===== src/rtl/uart_tx_engine.sv =====
// UART transmitter: 5..8 data bits, optional odd/even parity, 1 or 2 stop bits, runtime baud divisor.
// Define UART_TX_CTS_EN to gate new frames on a synchronized CTS input.
module uart_tx_engine #(
  parameter int P_DIV_WIDTH = 24
) (
  input  logic                   clock,
  input  logic                   reset,
  input  logic [7:0]             i_user_tx_data,
  input  logic                   i_user_tx_valid,
  output logic                   o_user_tx_ready,
  input  logic [P_DIV_WIDTH-1:0] i_div_num,
  input  logic [3:0]             i_data_bit,
  input  logic [1:0]             i_stop_bit,
  input  logic [1:0]             i_check_bit,
  input  logic                   i_uart_cts,
  output logic                   o_uart_tx,
  output logic                   o_busy
);
  localparam logic [P_DIV_WIDTH-1:0] DIV_ONE = 1;

  typedef enum logic [2:0] {IDLE, START, DATA, PARITY, STOP} state_t;

  state_t                 state;
  logic [P_DIV_WIDTH-1:0] div_q, cnt;
  logic [7:0]             sh_q;
  logic [3:0]             nbits_q, bit_cnt;
  logic                   two_stop_q, par_en_q, par_q;
  logic                   cts_block;

`ifdef UART_TX_CTS_EN
  logic cts_s1, cts_s2;
  always_ff @(posedge clock or negedge reset) begin
    if (!reset) begin
      cts_s1 <= 1'b0;
      cts_s2 <= 1'b0;
    end else begin
      cts_s1 <= i_uart_cts;
      cts_s2 <= cts_s1;
    end
  end
  assign cts_block = cts_s2;
`else
  logic unused_cts;
  assign unused_cts = i_uart_cts;
  assign cts_block  = 1'b0;
`endif

  // Frame parameters resolved at accept time so the FSM only sees clean values.
  logic [3:0] n_in;
  logic [7:0] data_masked;
  logic       bit_end, stop_last;

  always_comb begin
    n_in = i_data_bit;
    if (i_data_bit < 4'd5) n_in = 4'd5;
    else if (i_data_bit > 4'd8) n_in = 4'd8;
    data_masked = i_user_tx_data & (8'hFF >> (4'd8 - n_in));
  end

  assign bit_end   = (cnt == div_q - DIV_ONE);
  assign stop_last = two_stop_q ? (bit_cnt == 4'd1) : 1'b1;

  always_ff @(posedge clock or negedge reset) begin
    if (!reset) begin
      state           <= IDLE;
      o_uart_tx       <= 1'b1;
      o_user_tx_ready <= 1'b0;
      o_busy          <= 1'b0;
      div_q           <= '0;
      cnt             <= '0;
      sh_q            <= '0;
      nbits_q         <= '0;
      bit_cnt         <= '0;
      two_stop_q      <= 1'b0;
      par_en_q        <= 1'b0;
      par_q           <= 1'b0;
    end else begin
      case (state)
        IDLE: begin
          o_uart_tx       <= 1'b1;
          o_busy          <= 1'b0;
          o_user_tx_ready <= !cts_block;
          if (i_user_tx_valid && o_user_tx_ready) begin
            state           <= START;
            o_uart_tx       <= 1'b0;
            o_busy          <= 1'b1;
            o_user_tx_ready <= 1'b0;
            cnt             <= '0;
            bit_cnt         <= '0;
            div_q           <= (i_div_num == '0) ? DIV_ONE : i_div_num;
            sh_q            <= data_masked;
            nbits_q         <= n_in;
            two_stop_q      <= (i_stop_bit == 2'd2);
            par_en_q        <= (i_check_bit == 2'd1) || (i_check_bit == 2'd2);
            par_q           <= (i_check_bit == 2'd1) ? ~(^data_masked) : ^data_masked;
          end
        end
        default: begin
          if (!bit_end) begin
            cnt <= cnt + DIV_ONE;
          end else begin
            cnt <= '0;
            case (state)
              START: begin
                state     <= DATA;
                o_uart_tx <= sh_q[0];
                sh_q      <= sh_q >> 1;
                bit_cnt   <= '0;
              end
              DATA: begin
                if (bit_cnt == nbits_q - 4'd1) begin
                  bit_cnt <= '0;
                  if (par_en_q) begin
                    state     <= PARITY;
                    o_uart_tx <= par_q;
                  end else begin
                    state     <= STOP;
                    o_uart_tx <= 1'b1;
                  end
                end else begin
                  bit_cnt   <= bit_cnt + 4'd1;
                  o_uart_tx <= sh_q[0];
                  sh_q      <= sh_q >> 1;
                end
              end
              PARITY: begin
                state     <= STOP;
                o_uart_tx <= 1'b1;
              end
              STOP: begin
                if (stop_last) begin
                  state           <= IDLE;
                  o_busy          <= 1'b0;
                  o_user_tx_ready <= !cts_block;
                  bit_cnt         <= '0;
                end else begin
                  bit_cnt <= bit_cnt + 4'd1;
                end
              end
              default: begin
                state     <= IDLE;
                o_uart_tx <= 1'b1;
                o_busy    <= 1'b0;
              end
            endcase
          end
        end
      endcase
    end
  end
endmodule

===== config.mk =====
export PLATFORM = sky130hd
export DESIGN_NAME = uart_tx_engine
export DESIGN_NICKNAME = d
export VERILOG_FILES = /design/src/rtl/uart_tx_engine.sv
export SDC_FILE = /design/constraint.sdc
export NUM_CORES = 1
export LEC_CHECK = 0
export ABC_CLOCK_PERIOD_IN_PS = 8390
export BUFFER_PORTS_ARGS = -buffer_cell sky130_fd_sc_hd__buf_2
export CORE_ASPECT_RATIO = 0.8
export CORE_MARGIN = 5
export CORE_UTILIZATION = 65
export DETAILED_ROUTE_END_ITERATION = 6
export PLACE_DENSITY = 0.86
export SYNTH_ARGS = -nofsm -noshare
export SYNTH_HDL_FRONTEND = slang
export SYNTH_SLANG_ARGS = --single-unit

===== constraint.sdc =====
create_clock -name clock -period 8.39 [get_ports clock]
set_input_delay 0.4195 -clock clock [delete_from_list [all_inputs] [get_ports clock]]
set_output_delay 0.4195 -clock clock [all_outputs]
set_load 0.1 [all_outputs]

* Yosys cells after proc, flatten, opt, wreduce, memory -nomap -nowiden
Cells that the tools add are included.
** Storage, ports and cells
- Input bits :: 44
- Logic and storage cells :: 97
- Output and inout port bits :: 3
- Register bits after elaboration :: 73
** Cells by class
- Mux-type cells :: 41
- Reduce and logical (&&, ||, !) cells :: 18
- Order comparisons :: 2
- Equal/unequal tests :: 16
- Bitwise gates (word level) :: 2
- $add $sub $neg :: 5
- Shift-type cells :: 1
** Operators with widths (number)
- $mux 24 :: 4
- $mux 8 :: 4
- $mux 4 :: 7
- $add 24x1->24 const B :: 1
- $eq 24x24->1 :: 1
- $logic_not 24->1 :: 1
- $sub 24x1->24 const B :: 1
- $mux 3 :: 6
- $pmux 8 s2 :: 1
- $mux 1 :: 15
- $pmux 3 s4 :: 1
- $pmux 4 s3 :: 1
- $reduce_and 3->1 :: 3
- $and 8x8->8 :: 1
- $reduce_and 4->1 :: 2
- $reduce_xor 8->1 :: 1
- $shr 8x4->8 const A :: 1
- $eq 3x2->1 const B :: 2
- $ne 3x3->1 const B :: 2
- $reduce_bool 2->1 :: 3
- $add 4x1->4 const B :: 1
- $eq 2x2->1 const B :: 2
- $eq 4x1->1 const B :: 1
- $eq 4x4->1 :: 1
- 20 further kinds :: 22

* Longest topological paths before layout
Gate-level depths: netlist (run 1).
- Depth after elaboration :: 9
- Mapped depth :: 13
- Depth with buffers taken out :: 12

* Least setup slack after synthesis (run 1)
OpenSTA, ideal clock, no wires.
- Path type :: reg2reg
- Start point :: reg div_q[0]
- End point :: reg sh_q[6]
- Slack :: 5.267 ns
- Data arrival time :: 2.999 ns
- Stages on the path, launching flop included :: 12
- Library setup time :: 0.125 ns
- Buffers on the path :: 1
- Clock period less this slack :: 3.123 ns
- Required time :: 8.265 ns
- Cell sequence :: dfrtp_1 -> inv_1 -> ha_1 -> or3b_2 -> o31ai_1 -> nand4_1 -> nor4b_2 -> o2111ai_1 -> or4_4 -> buf_6 -> a21oi_2 -> mux2_2
** On the way
- Longest elaborated chain between the ends :: 4
** RTL lines
- start: declaration :: line 24 : logic [P_DIV_WIDTH-1:0] div_q, cnt;
- start signal: assignment :: line 90 : div_q <= (i_div_num == '0) ? DIV_ONE : i_div_num;
- $sub 24x1->24 :: line 60 : assign bit_end = (cnt == div_q - DIV_ONE);
- $eq 24x24->1 :: line 60
- $reduce_bool 2->1 (no source line)
- $reduce_and 4->1 (no source line)
- end signal: assignment :: line 91 : sh_q <= data_masked;
- end signal: assignment :: line 107 : sh_q <= sh_q >> 1;
- end signal: assignment :: line 123 : sh_q <= sh_q >> 1;
- end: declaration :: line 25 : logic [7:0] sh_q;
No other way between the ends.
A chain may end at the register's enable or synchronous reset.

* Final worst setup path (run 1)
- Start point :: reg div_q[0]
- End point :: reg cnt[21]
** On the way
- Longest elaborated chain between the ends :: 4
** RTL lines
- $sub 24x1->24 :: line 60
- $eq 24x24->1 :: line 60
- $mux 24 :: line 99 : if (!bit_end) begin
- $mux 24 :: line 78 : case (state)
- end signal: assignment :: line 100 : cnt <= cnt + DIV_ONE;
- end: declaration :: line 24
No other way between the ends.

==> results of run 1 <==
## logic make-up after synthesis
family,Yosys count
xor gates and xnor gates,46
DFF,73
muxes,8
buffers and inverters,63
and+or+nand+nor,269
adders and majority gates,9
AOI/OAI and AO/OA,128
## sequential cells by signal, indices dropped and copies added, names as in the netlist
name	count
cnt	24
o_uart_tx	1
state	3
o_busy	1
par_q	1
div_q	24
nbits_q	4
o_user_tx_ready	1
bit_cnt	4
two_stop_q	1
par_en_q	1
sh_q	8
## layout by cell type (no fill, tap or decap), types with 4 or more instances in the layout
cell type    n
o211ai_1     7
buf_4        4
a22o_1       8
nor2b_1      6
or2_2        6
and2_1       4
a21oi_1     11
nand2_1    117
inv_1       25
o311ai_0     7
buf_2       45
and3_1       6
o22ai_1      5
or3_1        4
a31o_2       7
nand2b_1     4
nor2_1      30
nand3_1     31
xnor2_1     30
nor3_1      13
a31oi_1     11
nor4_1      13
mux2i_1      7
xor2_1      16
nand4_1     17
ha_1         9
o21ai_0     31
dfrtp_1     72
clkbuf_8     9
a2bb2oi_1    4
a211oi_1     6
## synth_stat cells, drive strengths merged (4+ instances only)
master   number  area, µm²
a211oi        6       45.0
a31oi        11       68.8
nor3         13       65.1
a22o          8       70.1
mux2i         7       70.1
and2          4       25.0
a2bb2oi       4       35.0
o311ai        8       70.1
nand2b        4       25.0
nand3        31        155
nor4         15        124
nor2         30        113
nand4        17        106
nand2       117        439
o22ai         5       31.3
or3           5       36.3
a31o          7       61.3
or4           5       48.8
buf           6       35.0
xnor2        30        263
inv          25       93.8
and3          6       37.5
o21ai        31        155
or2           6       37.5
a21oi        13       68.8
o211ai        7       52.6
nor2b         6       37.5
dfrtp        72       1800
xor2         16        140
clkbuf       32        120
ha            9        113
## power groups by stage
stage | logic [W] | registers (W) | clock network (W)
after global placement | 0.0000376 | 0.000359 | 0
after CTS | 0.0000395 | 0.000351 | 0.000322
final | 0.0000393 | 0.000352 | 0.000319
after floorplan | 0.0000163 | 0.000359 | 0
after global routing | 0.0000445 | 0.000352 | 0.000338
after detailed placement | 0.0000391 | 0.000359 | 0
## metal layers
| layer | part of all wire, % | vias to the layer above |
|---|---|---|
| met3 | 6.7 | 19 |
| met5 | 0 | - |
| li1 | - | 2184 |
| met4 | 1.1 | 0 |
| met2 | 48 | 171 |
| met1 | 44 | 2216 |
## critical path, cell delays in order (launching register included)
cell and delay [ns]:
dfrtp_1 0.44, inv_1 0.09, ha_1 0.24, nor3b_1 0.64
nand4_1 0.22, xnor2_1 0.19, nor4b_2 0.24, o2111ai_1 0.15
or4_4 0.78, nand2_1 0.52, o311ai_0 0.23
## through the flow
step	area (µm²)	setup WS, ns
floorplan	4920	5.27
global placement	5150	4.71
detailed placement	5150	4.57
CTS	5380	4.56
global route	5380	4.25
finish	5380	4.48
## worst min-delay path by stage
stage          slack [ns]  cells after the start                endpoint
4_1_cts              0.27                      3   div_q[21]$_DFFE_PN0P_
3_5_place_dp         0.48                      2  two_stop_q$_DFFE_PN0P_
2_1_floorplan        0.12                      0  bit_cnt[0]$_DFFE_PN0P_
3_3_place_gp         0.47                      2       par_q$_DFFE_PN0P_
6_report             0.27                      3   div_q[10]$_DFFE_PN0P_
5_1_grt              0.28                      3   div_q[18]$_DFFE_PN0P_
## cell type report
type                       count  area share [%]
inverter                      25            1.74
multi-input combinational    460            52.9
tap                          105            2.44
sequential                    73            34.0
clock buffer                   9            2.30
clock inverter                 7            1.88
timing repair buffer          49            4.75
==> run metrics, run 1 <==
IO Port Bufs=45; Post-synth ARST share=100%; dpl hpwl=8760 µm; RSZ-0062 raised after global routing=no; H-tree Lvls=3; placed cell count=712; Combinational Power Share=5.5%; core area=7390 µm²; highest clock rate=255 MHz; number of synthesized flops with an enable pin=0; GR Util met1=39.7%; VDD IR max=0.147 mV; Final Hold Violating Endpoints=0; Die Area=9420 µm²; Iteration-0 DRC Markers=350; Syn-to-layout area delta=9.36%; Leakage=2.36 nW; DRC=0; fin crit period=3.91 ns; Min-Delay Path Class=input pin to register; period utilisation layout=46.7%; Rows=28; Synth Area in Simple Gates=27.2%; post-layout util=72.8%; final setup vio count=0; total wire length=12700 µm; power share of the clock group=45.0%; mux share of post-synthesis cell area=1.65%; gr busiest metal=met2; first-pass GRT wire length=21800 µm; Syn Inst Count=596; CTS tree=done; synthesized area=4920 µm²; Most used DFF post-synth=dfrtp_1; Post-Synth XOR/XNOR Area=8.19%; Internal=0.000538 W; Clock Pin Slew Worst Setup and Hold Paths=0.09 ns; worst path required time=8.59 ns; Antenna Nets Post-Route=0; Clk Latency, worst-skew pair=0.36 ns; worst r2r src=div_q[0]$_DFFE_PN0P_; Power, Total=0.000710 W; Post-CTS Hold Fix Bufs=0; Crit Path Max Fanout=47; Synth Area in Compound Gates=18.4%; P per Cell Area=132 nW/µm²; Clock Path Buffers=2; Die Y=87.8 µm; CP endpoint=cnt[21]$_DFFE_PN0N_; syn nets=649; r2r setup slk=4.48 ns; synth unique cells=64; YS warnings=0; sw power=0.000172 W; via-per-instance ratio=6.30; drt first pass iters=7; Switching Fraction=24.3%; WL/cell=17.5 µm; clock sinks=73; R2R depth=10; Min Hold Slack=0.273 ns; Final nets=671; met3 Track Usage GR=5.67%; register area=1830 µm²; Die W=107 µm; WP data arrival=4.12 ns; sequential-to-total area share from yosys stat=37.2%; Slew headroom=14.6%; layout cells sized above 1=14.8%; worst slew pin tran=1.28 ns; FF-to-FF End=cnt[21]$_DFFE_PN0N_; Ports=47; status=finished clean; crit path launch type=register; skew final=0.0150 ns; initial antenna violation count=0; Post-Layout Cell Count=728; Setup CP Type=register to register; vias=4590; cts repair resizes=0; M2 GR Usage=46.8%; Multi-input gate area=2850 µm²; Setup TNS=0 ns; fin. max-slew vios=0; count of state elements after synthesis=73; Synth Area in Adders=2.29%; antenna diode count=0; vias in the first global route=4497; Worst setup EP type=register; gr usage total=28.8%; synthesized area per cell=8.25 µm²; Starting Density=66.5%; total grt overflow=0; largest net degree at the start of global routing=74; GPL Wtd Cong=0.898; filler instances=570; Root Buffer=clkbuf_8; # Post-CTS Setup Buffers=0; hold path startpoint=i_div_num[10]; clock buffer count from CTS=9; worst setup path startpoint=div_q[0]$_DFFE_PN0P_; Max-Cap Viols=0; main combinational cell family by area after synthesis=simple AND/OR/NAND/NOR gates; Seq pwr share=49.5%
No activity file was read; power rests on OpenSTA's default activity.
==> run 2: changes to the inputs <==
- ABC_AREA: unset -> 1
- ABC_CLOCK_PERIOD_IN_PS: 8390 -> 3200
- CORE_UTILIZATION: 65 -> 54
- PLACE_DENSITY: 0.86 -> 0.77
- clock period: 8.39 -> 3.2 ns (I/O delays scaled with it)
==> run metrics, run 2 <==
antenna diode count=0 (unchanged); Crit Path Max Fanout=20 (-57%); gr usage total=24.7% (-4.1 points); drt first pass iters=5 (-2); GPL Wtd Cong=0.928 (+3.3%); Min-Delay Path Class=input pin to asynchronous set/reset pin; top-count cell post-synth=nand2_1; Synth area leader=dfrtp_1; R2R depth=15 (+5); Leakage=2.67 nW (+13%); Syn Inst Count=694 (+16%); Clock Path Buffers=2 (unchanged); Final Hold Violating Endpoints=4 (+4); Syn-to-layout area delta=13.4%; Slew headroom=24.3% (+9.7 points); number of synthesized flops with an enable pin=0 (unchanged); largest cells by area after synthesis=dfrtp_1 (36%), nand2_1 (15%), inv_1 (6.7%); Rows=31 (+11%); Post-synth top cells=nand2_1 (201), inv_1 (88), dfrtp_1 (72); Setup TNS=0 ns (unchanged); H-tree Lvls=3 (unchanged); synthesized area per cell=7.13 µm² (-14%); via-per-instance ratio=5.47 (-13%); total grt overflow=0 (unchanged); Setup CP Type=register to register; Clk Latency, worst-skew pair=0.35 ns (about the same); vias in the first global route=4473 (-0.53%); initial antenna violation count=0 (unchanged); synthesized area=4950 µm² (+0.59%); period utilisation layout=86.5% (+40 points); Die Area=11200 µm² (+19%); syn nets=747 (+15%); Iteration-0 DRC Markers=415 (+19%); post-place setup slack=0.518 ns (-4.05 ns); Worst setup EP type=register; RSZ-0062 raised after global routing=no; count of state elements after synthesis=73 (unchanged); Final nets=789 (+18%); Starting Density=55.0% (-12 points); dpl hpwl=9290 µm (+6.0%); fin. max-slew vios=0 (unchanged); VDD IR max=0.434 mV (+200%); synth unique cells=37 (-42%); failing checks=negative hold slack; WP data arrival=2.99 ns (-1.13 ns); core area=9000 µm² (+22%); Max-Cap Viols=0 (unchanged); skew final=0.0111 ns (-0.00389 ns); worst slew pin tran=1.13 ns (-0.146 ns); YS warnings=0 (unchanged); final setup vio count=0 (unchanged); most frequent CP cell=nand2_1; Die Y=95.6 µm (+8.9%); clock buffer count from CTS=9 (unchanged); largest net degree at the start of global routing=42 (-43%); sequential-to-total area share from yosys stat=36.9% (-0.22 points); # Post-CTS Setup Buffers=0 (unchanged); setup ws final=0.433 ns (-4.04 ns); Min Hold Slack=-0.00879 ns (-0.282 ns); P per Cell Area=901 nW/µm² (+580%); Root Buffer=clkbuf_16; critical path, cell by cell=inv_2, ha_1, nand3_2, nor2_4, nand3_1, nand2_1, nand2_1, a21oi_1, nand2_1, nor2_2, nand2_2, nand2_4, nand3_1, nand2_1, nand2_1; Post-CTS Hold Fix Bufs=0 (unchanged); total wire length=12600 µm (-1.1%); most common cell after layout, fill and taps aside=nand2_1; status=complete, but fails checks; worst path required time=3.43 ns (-5.16 ns); Die W=117 µm (+9.1%); Max stage delay cell, worst path=dfrtp_1; DRC=0 (unchanged); Most used DFF post-synth=dfrtp_1; most frequent cells in the layout=nand2_1 (201), inv_1 (88), dfrtp_1 (72); highest clock rate=361 MHz (+42%); CTS tree=done; crit path launch type=register; CP peak stage delay=0.39 ns (-0.39 ns); IO Port Bufs=45 (unchanged); share of the synthesized area in the top cell type=36.4% (-0.21 points); cts repair resizes=0 (unchanged); Clock Pin Slew Worst Setup and Hold Paths=0.06 ns (-0.03 ns); Ports=47 (unchanged); largest registers=cnt x24, div_q x24, sh_q x8; Post-synth ARST share=100% (unchanged); layout cells sized above 1=12.1% (-2.6 points); clock sinks=73 (unchanged); Antenna Nets Post-Route=0 (unchanged); Power, Total=0.00505 W (+610%); WL/cell=14.7 µm (-16%); fin crit period=2.77 ns (-1.15 ns); first-pass GRT wire length=21600 µm (-0.63%); vias=4680 (+2.0%)
[run 2: per-stage QoR]
step	cells	util [%]	area [µm²]
after floorplan	694	-	4950
after global placement	840	58.3	5240
after detailed placement	840	58.3	5240
after CTS	856	62.4	5610
after global routing	856	62.4	5610
final	856	62.4	5610
[run 2: where the power goes]
part / switching, W / internal, W / leakage, nW
combinational: 0.00153 / 0.000736 / 1.54
clock: 0.000412 / 0.000842 / 0.180
sequential: 0.000311 / 0.00122 / 0.948
total: 0.00226 / 0.00280 / 2.67
[run 2: worst paths after layout]
kind	endpoint	from	slack [ns]
setup / recovery	sh_q[4]$_DFFE_PN0P_	div_q[0]$_DFFE_PN0P_	0.43
hold reg to reg	sh_q[1]$_DFFE_PN0P_	sh_q[1]$_DFFE_PN0P_	0.47
setup reg to reg	sh_q[4]$_DFFE_PN0P_	div_q[0]$_DFFE_PN0P_	0.43
max in group asynchronous	o_uart_tx$_DFFE_PN1P_	reset	2.32
min in group clock	div_q[10]$_DFFE_PN0P_	i_div_num[10]	0.04
hold / removal	sh_q[7]$_DFFE_PN0P_	reset	-0.009
[run 2: layer usage]
metal  vias to the layer above  GRT usage (%)  part of all wire (%)
met5                         -              0                     0
met4                         0           6.11                   1.4
met3                        16           5.14                   6.0
met2                       149           38.1                    44
met1                      2195           35.4                    48
li1                       2320              -                     -
[run 2: worst max-delay path, delay by kind of cell, from the launching register on]
kind / cells / cell delay, ns
buf+inv: 1 / 0.11
compound gates: 1 / 0.13
flops: 1 / 0.39
fa+ha+maj: 1 / 0.24
simple gates: 12 / 1.78
[run 2: cells by family (layout without fill, tap and decap cells)]
kind of cell,after synthesis,after routing,synth area share [%]
buffers and inverters,111,158,9.26
AO/OA/AOI/OAI,81,81,8.88
XOR/XNOR,56,56,9.91
AND/OR/NAND/NOR,364,364,32.7
flip-flops,73,73,37.0
adder cells (fa/ha/maj),9,9,2.28
[run 2: final cells by class]
class / instances / area, µm²
clock inverter: 7 / 143
inverter: 92 / 345
fill: 855 / 3390
tap: 115 / 144
timing repair buffer: 50 / 263
multi-input combinational: 510 / 2660
sequential: 73 / 1830
clock buffer: 9 / 225
==> run 3: changes to the inputs <==
- ABC_CLOCK_PERIOD_IN_PS: 3200 -> 2500
- clock period: 3.2 -> 2.5 ns (I/O delays scaled with it)
==> run metrics, run 3 (synthesis results as in run 2) <==
period utilisation layout=92.0% (+5.5 points); largest registers=cnt x24, div_q x24, sh_q x8; WL/cell=14.6 µm (-0.63%); most common cell after layout, fill and taps aside=nand2_1; most frequent CP cell=nand2_1; r2r setup slk=0.20 ns (-0.23 ns); status=finished clean; total grt overflow=0 (unchanged); first-pass GRT wire length=21100 µm (-2.3%); Antenna Nets Post-Route=0 (unchanged); vias=4697 (+0.36%); final setup vio count=0 (unchanged); setup ws final=0.201 ns (-0.233 ns); Setup CP Type=register to register; dpl hpwl=9510 µm (+2.4%); fin. max-slew vios=0 (unchanged); core area=9000 µm² (unchanged); filler instances=835 (-2.3%); CP top delay family=simple AND/OR/NAND/NOR gates; fin crit period=2.30 ns (-0.467 ns); Slew headroom=46.4% (+22 points); via-per-instance ratio=5.42 (-0.80%); critical path depth=16 (+1); VDD IR max=0.717 mV (+65%); WP buf/inv=2 (+1); IO Port Bufs=45 (unchanged); worst path required time=2.73 ns (-0.70 ns); H-tree Lvls=3 (unchanged); worst slew pin tran=0.804 ns (-0.331 ns); R2R depth=16 (+1); Clk Latency, worst-skew pair=0.34 ns (about the same); Min-Delay Path Class=input pin to register; Multi-input gate area=2720 µm² (+2.1%); Die Area=11200 µm² (unchanged); total wire length=12600 µm (+0.53%); crit path launch type=register; skew final=0.00758 ns (-0.00355 ns); CTS tree=done; clock buffer count from CTS=9 (unchanged); Crit Path Max Fanout=8 (-60%); CP peak stage delay=0.42 ns (+0.03 ns); Ports=47 (unchanged); GPL Wtd Cong=0.929 (+0.14%); Clock Path Buffers=2 (unchanged); highest clock rate=435 MHz (+20%); Root Buffer=clkbuf_16; vias in the first global route=4496 (+0.51%); Rows=31 (unchanged); P per Cell Area=1100 nW/µm² (+22%); drt first pass iters=5 (unchanged); Die Y=95.6 µm (unchanged); Die W=117 µm (unchanged); Clock Pin Slew Worst Setup and Hold Paths=0.06 ns (about the same); post-place setup slack=0.0148 ns (-0.503 ns); Iteration-0 DRC Markers=309 (-26%); largest net degree at the start of global routing=43 (+2.4%); Leakage=2.68 nW (+0.39%); Max-Cap Viols=0 (unchanged); critical path, cell by cell=inv_2, ha_4, nand3_4, nor2_4, nand3_1, nand2_1, nand2_1, a21oi_1, nand2_1, nor2_2, nand2_2, nand2_4, buf_4, nand3_2, nand2_1, nand2_1; clock sinks=73 (unchanged); antenna diode count=0 (unchanged); register area=1830 µm² (unchanged); initial antenna violation count=0 (unchanged); Starting Density=55.0% (unchanged); Syn-to-layout area delta=14.2%; Max stage delay cell, worst path=dfrtp_1; Final nets=799 (+1.3%); Final Hold Violating Endpoints=0 (-4); WHS Path Cells=3; DRC=0 (unchanged); layout cells sized above 1=14.1% (+2.0 points); most frequent cells in the layout=nand2_1 (201), inv_1 (87), dfrtp_1 (72); Worst setup EP type=register; gr usage total=24.2% (-0.51 points); WP data arrival=2.53 ns (-0.46 ns); Min Hold Slack=0.00559 ns (+0.0144 ns)
==> run 3: cell types whose count changed in the layout (fill, tap and decap cells not counted), sizes merged <==
cell	change
buf	+9
bufinv	-4
clkbuf	+1
clkinv	+1
clkinvlp	+2
dlygate4sd3	+1
==> run 3: tightest hold or removal path, cell delays in order <==
cell	delay (ns)
buf_2	0.09
nand2_1	0.05
nand2_1	0.05
==> run 3: stage by stage <==
stage	util, %	power, W	TNS [ns]	std cells	area (µm²)
after floorplan	-	0.00424	0	694	4950
after global placement	59.0	0.00481	0	847	5310
after detailed placement	59.0	0.00493	0	847	5310
after CTS	62.1	0.00613	0	864	5590
after global routing	62.8	0.00675	-0.0203	866	5650
final	62.8	0.00621	0	866	5650
==> run 3: layout make-up <==
cell class	count	share of cell area, %
clock buffers	10	4.05
repair buffers	60	6.20
flip-flops and latches	73	32.4
clock inverters	6	0.620
multi-input cells	510	48.1
well taps	115	2.55
inverters	92	6.11
==> run 3: path summary, 6_finish.rpt <==
kind                                            from                     to
worst max-delay path            div_q[1]$_DFFE_PN0P_   state[2]$_DFFE_PN0P_
worst min-delay path                   i_div_num[10]  div_q[10]$_DFFE_PN0P_
worst max register to register  div_q[1]$_DFFE_PN0P_   state[2]$_DFFE_PN0P_
worst min register to register    o_busy$_DFFE_PN0P_     o_busy$_DFFE_PN0P_
max in group asynchronous                      reset  o_uart_tx$_DFFE_PN1P_
min in group asynchronous                      reset    sh_q[7]$_DFFE_PN0P_
==> run 3: layer usage <==
metal	global-route usage (%)	share of wire (%)	up-vias
met2	37.0	45	130
met3	4.63	5.7	14
li1	-	-	2331
met1	34.5	48	2222
met4	7.64	1.5	0
met5	0	0	-
==> run 3: what timing repair did <==
action                     4_1_cts  5_1_grt
hold endpoints to repair        31        0
gates cloned                     0        0
hold buffers                     1        0
pin swaps                        0        2
setup endpoints to repair        4       40
resized for setup                1       11
setup buffers                    0        2
==> run 3: report_power, final <==
part	switching (W)	leakage (nW)	total (W)	internal, W
combinational	0.00201	1.60	0.00306	0.00106
sequential	0.000409	0.948	0.00197	0.00156
clock	0.000509	0.128	0.00117	0.000664
total	0.00292	2.68	0.00621	0.00328
